<file path="src/rtl/cla_pkg.sv">
// Shared types and helpers for the sequenced carry-lookahead adder.
package cla_pkg;

  localparam int unsigned CHUNK_W = 4;

  typedef logic [1:0] state_t;

  localparam state_t IDLE = 2'd0;
  localparam state_t RUN  = 2'd1;
  localparam state_t DONE = 2'd2;

  // Carry out of a 4-bit group given its generate/propagate and carry-in.
  function automatic logic grp_carry(input logic g, input logic p, input logic c);
    return g | (p & c);
  endfunction

endpackage

</file>
<file path="src/rtl/cla4_slice.sv">
// Pure-combinational 4-bit carry-lookahead slice.
module cla4_slice (
  input  logic       cin,
  input  logic [3:0] p,
  input  logic [3:0] g,
  output logic       grp_g,
  output logic       grp_p,
  output logic [2:0] cout
);

  always_comb begin
    cout[0] = g[0] | (p[0] & cin);
    cout[1] = g[1] | (p[1] & g[0]) | (p[1] & p[0] & cin);
    cout[2] = g[2] | (p[2] & g[1]) | (p[2] & p[1] & g[0]) | (p[2] & p[1] & p[0] & cin);
    grp_g   = g[3] | (p[3] & g[2]) | (p[3] & p[2] & g[1]) | (p[3] & p[2] & p[1] & g[0]);
    grp_p   = &p;
  end

endmodule

</file>
<file path="src/rtl/cla_add_seq.sv">
// Multi-cycle wide adder: one shared 4-bit lookahead slice, LSB-first, one chunk per cycle.
// Optional macro CLA_ADD_SEQ_SUB_EN adds a sub port for a - b.
module cla_add_seq
  import cla_pkg::*;
#(
  parameter int unsigned WIDTH = 16
) (
  input  logic             sys_clk,
  input  logic             sys_rst,
  input  logic             in_valid,
  output logic             in_ready,
  input  logic [WIDTH-1:0] a,
  input  logic [WIDTH-1:0] b,
  input  logic             cin,
`ifdef CLA_ADD_SEQ_SUB_EN
  input  logic             sub,
`endif
  output logic             out_valid,
  input  logic             out_ready,
  output logic [WIDTH-1:0] sum,
  output logic             cout,
  output logic             busy
);

  localparam int unsigned NCHUNK = WIDTH / CHUNK_W;
  localparam int unsigned KW     = (NCHUNK > 1) ? $clog2(NCHUNK) : 1;

  state_t state_q, state_d;

  logic [NCHUNK-1:0][CHUNK_W-1:0] a_q, b_q, sum_q;
  logic                           c_q;
  logic [KW-1:0]                  k_q;

  logic [CHUNK_W-1:0] a_k, b_k, sum_k;
  logic [CHUNK_W-1:0] bit_c;
  logic [2:0]         slice_cout;
  logic               grp_g, grp_p, c_next;
  logic               accept, last;

  // Chunk mux into the single shared slice.
  assign a_k    = a_q[k_q];
  assign b_k    = b_q[k_q];
  assign accept = (state_q == IDLE) && in_valid;
  assign last   = (k_q == KW'(NCHUNK - 1));

  cla4_slice u_slice (
    .cin   (c_q),
    .p     (a_k | b_k),
    .g     (a_k & b_k),
    .grp_g (grp_g),
    .grp_p (grp_p),
    .cout  (slice_cout)
  );

  assign bit_c  = {slice_cout, c_q};
  assign sum_k  = a_k ^ b_k ^ bit_c;
  assign c_next = grp_carry(grp_g, grp_p, c_q);

  // State register.
  always_ff @(posedge sys_clk) begin
    if (sys_rst) state_q <= IDLE;
    else         state_q <= state_d;
  end

  // Next-state logic.
  always_comb begin
    state_d = state_q;
    case (state_q)
      IDLE:    if (in_valid)  state_d = RUN;
      RUN:     if (last)      state_d = DONE;
      DONE:    if (out_ready) state_d = IDLE;
      default:                state_d = IDLE;
    endcase
  end

  // Handshake flags registered from the next state so they track the FSM exactly.
  always_ff @(posedge sys_clk) begin
    if (sys_rst) begin
      in_ready  <= 1'b1;
      out_valid <= 1'b0;
      busy      <= 1'b0;
    end else begin
      in_ready  <= (state_d == IDLE);
      out_valid <= (state_d == DONE);
      busy      <= (state_d != IDLE);
    end
  end

  // Operand capture and per-chunk datapath.
  always_ff @(posedge sys_clk) begin
    if (sys_rst) begin
      a_q   <= '0;
      b_q   <= '0;
      sum_q <= '0;
      c_q   <= 1'b0;
      k_q   <= '0;
      cout  <= 1'b0;
    end else if (accept) begin
      a_q <= a;
`ifdef CLA_ADD_SEQ_SUB_EN
      b_q <= sub ? ~b : b;
      c_q <= sub ? 1'b1 : cin;
`else
      b_q <= b;
      c_q <= cin;
`endif
      k_q <= '0;
    end else if (state_q == RUN) begin
      sum_q[k_q] <= sum_k;
      c_q        <= c_next;
      k_q        <= k_q + KW'(1);
      if (last) cout <= c_next;
    end
  end

  assign sum = sum_q;

endmodule

</file>
<file path="config.mk">
export PLATFORM = sky130hd
export DESIGN_NAME = cla_add_seq
export DESIGN_NICKNAME = d
export VERILOG_FILES = /design/src/rtl/cla_pkg.sv /design/src/rtl/cla4_slice.sv /design/src/rtl/cla_add_seq.sv
export SDC_FILE = /design/constraint.sdc
export NUM_CORES = 1
export LEC_CHECK = 0
export ABC_AREA = 0
export CORE_ASPECT_RATIO = 0.6
export CORE_UTILIZATION = 50
export CTS_CLUSTER_DIAMETER = 120
export DETAILED_ROUTE_END_ITERATION = 12
export GPL_TIMING_DRIVEN = 0
export PLACE_DENSITY = 0.79
export SLEW_MARGIN = 15
export SYNTH_ARGS = -nofsm -noshare
export SYNTH_HDL_FRONTEND = slang
export SYNTH_HIERARCHICAL = 1
export SYNTH_SLANG_ARGS = --single-unit
export TNS_END_PERCENT = 1
</file>
<file path="constraint.sdc">
create_clock -name sys_clk -period 2.7 [get_ports sys_clk]
set_input_delay 0.405 -clock sys_clk [delete_from_list [all_inputs] [get_ports sys_clk]]
set_output_delay 0.405 -clock sys_clk [all_outputs]
set_load 0.05 [all_outputs]
</file>
After elaboration in Yosys (flattened, before gate mapping)
Cells that the tools add are included.
Widths: inputs -> output; s select.
Word-level totals
  word-level logic and storage cells: 79
  RAM bits: 0
  memories kept: 0
  memory bits (read-only): 0
  flip-flop bits (word level): 57
  latch bits: 0
Cells by class
  div/mod/pow operators: 0
  bitwise logic cells: 30
  $add $sub $neg: 1
  magnitude comparators: 2
  eq/ne operators: 4
  multiplexer cells: 13
  shift-type cells: 0
  reduce and logical (&&, ||, !) cells: 10
  multiply operators: 0
Operator list (number)
  $bmux 4 s2: 2
  $bwmux 16: 1
  $and 1x1->1: 15
  $mux 4: 3
  $or 1x1->1: 10
  $demux 4 s2: 1
  $xor 4x4->4: 2
  $eq 2x2->1 const B: 3
  $mux 2: 3
  $pmux 2 s3: 1
  $and 4x4->4: 1
  $logic_not 2->1: 2
  $or 4x4->4: 1
  $reduce_and 4->1: 1
  $reduce_bool 2->1: 2
  $lt 2x3->1 const B: 1
  $reduce_and 3->1: 1
  $add 2x1->2 const B: 1
  $eq 2x1->1 const B: 1
  $ge 2x1->1 const B: 1
  $logic_and 1x1->1: 2
  $mux 1: 2
  $reduce_and 2->1: 1
  $reduce_or 2->1: 1
  $not 1->1: 1

Depth between registers and ports, before layout
  word-level depth: 10
  depth in mapped cells: 10
  mapped depth without buffers: 9

Cells and area by module
The synthesis kept the hierarchy.
Modules (own cells, without submodules)
  cla_add_seq: cells an instance 273, area each 2533.7 µm², times used 1
  cla4_slice: cells an instance 12, area each 60.1 µm², times used 1

Worst setup path before layout
No wires, ideal clock.
  path kind: register -> register
  from: reg k_q[0]
  to: reg sum_q, in the netlist sum[2]
  period minus slack after synthesis: 2.210 ns
  buffers on the path: 1
  cell stages (with the launch flop): 11
  data required time: 2.565 ns
  path slack: 0.490 ns
  data arrival time: 2.075 ns
  cells stage by stage: dfxtp_1 -> buf_2 -> mux4_2 -> inv_1 -> ha_1 -> inv_1 -> a21oi_2 -> inv_2 -> a21o_1 -> xnor2_1 -> a211oi_1
Between the ends
  longest elaborated chain between the ends: 8
  elaborated cells between the ends (all ways): 19
RTL lines
  start, declared: RTL line cla_add_seq.sv:32  | logic [KW-1:0] k_q;
  start signal, assigned: RTL line cla_add_seq.sv:111  | k_q <= k_q + KW'(1);
  $bmux 4 s2 (on tied branches): RTL line cla_add_seq.sv:41, cla_add_seq.sv:42
  $mux 4 (on tied branches): RTL line cla_add_seq.sv:41, cla_add_seq.sv:42
  $or 4x4->4 / $and 4x4->4 (equally long branches): RTL line cla_add_seq.sv:48, cla_add_seq.sv:49
  $and 1x1->1: RTL line cla4_slice.sv:13  | cout[1] = g[1] | (p[1] & g[0]) | (p[1] & p[0] & cin);
  $or 1x1->1 / $and 1x1->1 (equally long branches): RTL line cla4_slice.sv:13
  $or 1x1->1 (*): RTL line cla4_slice.sv:13
  via slice_cout[1]: RTL line cla_add_seq.sv:36  | logic [2:0] slice_cout;
  $xor 4x4->4 (*): RTL line cla_add_seq.sv:56  | assign sum_k = a_k ^ b_k ^ bit_c;
  $bwmux 16 (*): RTL line cla_add_seq.sv:109  | sum_q[k_q] <= sum_k;
  end signal, assigned by index: RTL line cla_add_seq.sv:109
  end, declared: RTL line cla_add_seq.sv:30  | logic [NCHUNK-1:0][CHUNK_W-1:0] a_q, b_q, sum_q;
The timed path passes the listed nets; every way through them passes the cells marked *. The select of a mux whose other input is x is not followed.
A chain may end at the register's enable or synchronous reset.

Final worst setup path
  from: reg k_q[0]
  to: reg sum_q, in the netlist sum[6]
Same word-level chain as after synthesis.

==> impl_metrics.toml <==
[cells_and_area]
layout.cells.most_common = "sky130_fd_sc_hd__nand2_1"
final_net_count = 400
most-common-layout-cells = "67 x sky130_fd_sc_hd__nand2_1, 57 x sky130_fd_sc_hd__dfxtp_1, 55 x sky130_fd_sc_hd__clkdlybuf4s50_1"
fillers = 353
diodes = 0
final_standard_cell_count_with_taps_included_and_fillers_excluded = 419
multi_input_area_um2 = 1240
area_delta_synth_final_pct = 34.9
final-seq-area_um2 = 1140
finalCoreUtilization = 0.732
post_route_cells_drive_above_1_share = 0.143

[clock_tree]
cts_inserted_buffers = 9
htreeDepth = 3
max-clock-path-buffers = 2
clk_pin_slew_ps = 70
clock-root-buffer = "sky130_fd_sc_hd__clkbuf_8"
post-cts-setup-buffers = 0
tritoncts_clock_tree = "done"
postCtsResizedCells = 0
cts_hold_repair.buffers = 0
clkLatencyLatePin_ps = 350
cts_sinks = 57

[setup_path]
critical_path_required_ps = 2910
cpPeakStageDelay_ps = 560
crit_path_end_kind = "register"
sort_of_element_at_the_start_of_the_critical_path = "register"
critical_path_buf_inv_count = 4
worst-endpoint-arrival_ps = 2740
setup.worst_path.class = "register to register"
cell_occurring_most_often_along_the_worst_timing_path = "sky130_fd_sc_hd__inv_1"
crit_path_top_delay_cell = "sky130_fd_sc_hd__mux4_2"
worst_path_dominant_cell_family = "multiplexers"
worst-path-max-fanout = 10
cell_chain_of_the_critical_path = "buf_2 > mux4_2 > inv_1 > ha_1 > inv_1 > a21oi_2 > inv_2 > a21o_1 > xnor2_1 > a211oi_1"

[power_and_ir_drop]
switching_share_of_total_power = 0.239
power.switching_w = 0.000568
irDropWorstVdd_v = 0.000380
power.share.sequential = 0.384
p_leak_nw = 1.37
comb_power_share = 0.153
pwr-share-clk = 0.463
internal_power_w = 0.00181
pwr_density_nw_per_um2 = 679

[timing]
rsz_0062_raised_after_global_routing = "false"
totalNegativeSetupSlack_ps = 0
final_worst_path_period_need_ps = 2530
setup_viol_count_final = 0
final_hold_viol_count = 0
achievable-frequency_mhz = 395
max_slew_margin = 0.642
tightestPinTransition_ps = 536
finalCritPeriodShare = 0.938
report.final.slew_viol_count = 0
final.setup_skew_ps = 6.24

[placed_design]
place_congestion = 0.827
placement.io_buffers = 55
dp_hpwl_mm = 4.02
placed_cells_incl_taps = 403

[die]
die_y_um = 57.8
start_util = 0.543
die-width_um = 95.0
die-area_um2 = 5490
coreArea_um2 = 4780
io_pins = 57
placement_rows = 19

[grt]
groute.layer.met1.usage = 0.312
via_count_of_the_first_global_routing_pass = 1988
grt_use_met2 = 0.363
antenna_found_initial = 0
overflow = 0
gr-usage-all-layers = 0.237
top_usage_layer = "met2"
grt_max_degree = 11
grt_first_pass_wirelength_mm = 9.54
met3_usage = 0.0840

[synth]
yosysWarningCount = 6
synth_area_um2 = 2590
synth-seq-area-share = 0.440
postSynthNetCount = 334
synthesis.instances = 285
postSynthAreaPerCell_um2 = 9.10
synth_seq_cells = 57
post_synth_num_cell_types = 32

[drt]
totalWireLength_mm = 5.68
detail_route.vias_per_cell = 5.17
route.detailed.wl_per_inst_um = 13.6
via_count = 2165
remaining_drc_errors = 0
dr.first_iter.drc_count = 91
route.antenna.remaining_nets = 0
drt-pass1-iter-count = 4

[worst_hold_path]
min-delay-path-class = "register to register"

[outcome]
run_status = "finished clean"

[job]
max_cap_violations = 0
==> kinds of logic (layout without fill, tap and decap cells) <==
group	Yosys count	count (layout)	synth area share
xor gates and xnor gates	4	4	0.0135
adders and majority gates	12	12	0.0579
muxes	8	8	0.0695
AOI/OAI and AO/OA	64	64	0.164
DFF	57	57	0.440
and+or+nand+nor	104	104	0.174
buffers and inverters	36	107	0.0810
==> power by group through the flow <==
stage	Sequential (W)	Combinational [W]	Clock (W)
after CTS	0.000911	0.000366	0.00111
after global placement	0.000928	0.000355	0
after global routing	0.000917	0.000399	0.00115
after floorplan	0.000969	0.000196	0
final	0.000911	0.000364	0.00110
after detailed placement	0.000929	0.000362	0
==> sequential cells by signal (all words and copies together) (netlist names) <==
register / count
a_q: 16
b_q: 16
busy: 1
c_q: 1
cout: 1
in_ready: 1
k_q: 2
out_valid: 1
state_q: 2
sum: 16
==> metal layers <==
metal	routed length, um	share of wire
met1	2740	0.48
met2	2510	0.44
met3	350	0.062
met4	77	0.014
met5	0	0
==> Yosys cell counts, drive strengths merged <==
cell type,n,area [um2]
nand2,67,251
dfxtp,57,1140
a21oi,37,200
nor2,23,86.3
a211oi,18,160
buf,16,135
inv,15,56.3
ha,12,150
mux4,8,180
clkbuf,5,18.8
and3b,4,35.0
xnor2,4,35.0
o21ai,3,15.0
a22oi,2,15.0
nor2b,2,12.5
nor3b,2,26.3
o21ba,2,20.0
a21o,1,7.51
and2,1,6.26
nand2b,1,6.26
nor3,1,5.00
o21bai,1,7.51
or2,1,6.26
or2b,1,7.51
or3b,1,8.76
==> final timing paths <==
path              slack, ps                  from              endpoint  depth (start not counted)
setup reg to reg        170   k_q[0]$_SDFFE_PP0N_   sum[6]$_SDFFE_PP0P_                         10
setup / recovery        170   k_q[0]$_SDFFE_PP0N_   sum[6]$_SDFFE_PP0P_                         10
hold / removal          450  a_q[12]$_SDFFE_PP0P_  a_q[12]$_SDFFE_PP0P_                          2
hold reg to reg         450  a_q[12]$_SDFFE_PP0P_  a_q[12]$_SDFFE_PP0P_                          2
==> worst register-to-register path, cell delays in order (launching register included) <==
cell	delay, ps
sky130_fd_sc_hd__dfxtp_1	370
sky130_fd_sc_hd__buf_2	310
sky130_fd_sc_hd__mux4_2	570
sky130_fd_sc_hd__inv_1	80
sky130_fd_sc_hd__ha_1	130
sky130_fd_sc_hd__inv_1	50
sky130_fd_sc_hd__a21oi_2	160
sky130_fd_sc_hd__inv_2	60
sky130_fd_sc_hd__a21o_1	180
sky130_fd_sc_hd__xnor2_1	350
sky130_fd_sc_hd__a211oi_1	140
==> per-stage QoR <==
step | hold slack, ps | cell area [um2] | setup WS (ps) | total power (W)
after floorplan | 433 | 2590 | 490 | 0.00116
after global placement | 440 | 3220 | 241 | 0.00128
after detailed placement | 444 | 3220 | 197 | 0.00129
after CTS | 452 | 3500 | 163 | 0.00239
after global routing | 473 | 3500 | 9.51 | 0.00247
final | 455 | 3500 | 167 | 0.00238
==> layout make-up <==
type	instances	area share
Tap cell	63	0.0225
Sequential cell	57	0.326
Clock inverter	5	0.0358
Buffer	21	0.0440
Clock buffer	11	0.0433
Timing Repair Buffer	55	0.157
Inverter	15	0.0161
Multi-Input combinational cell	192	0.355
Note: power is estimated with default switching activity, not from simulation.
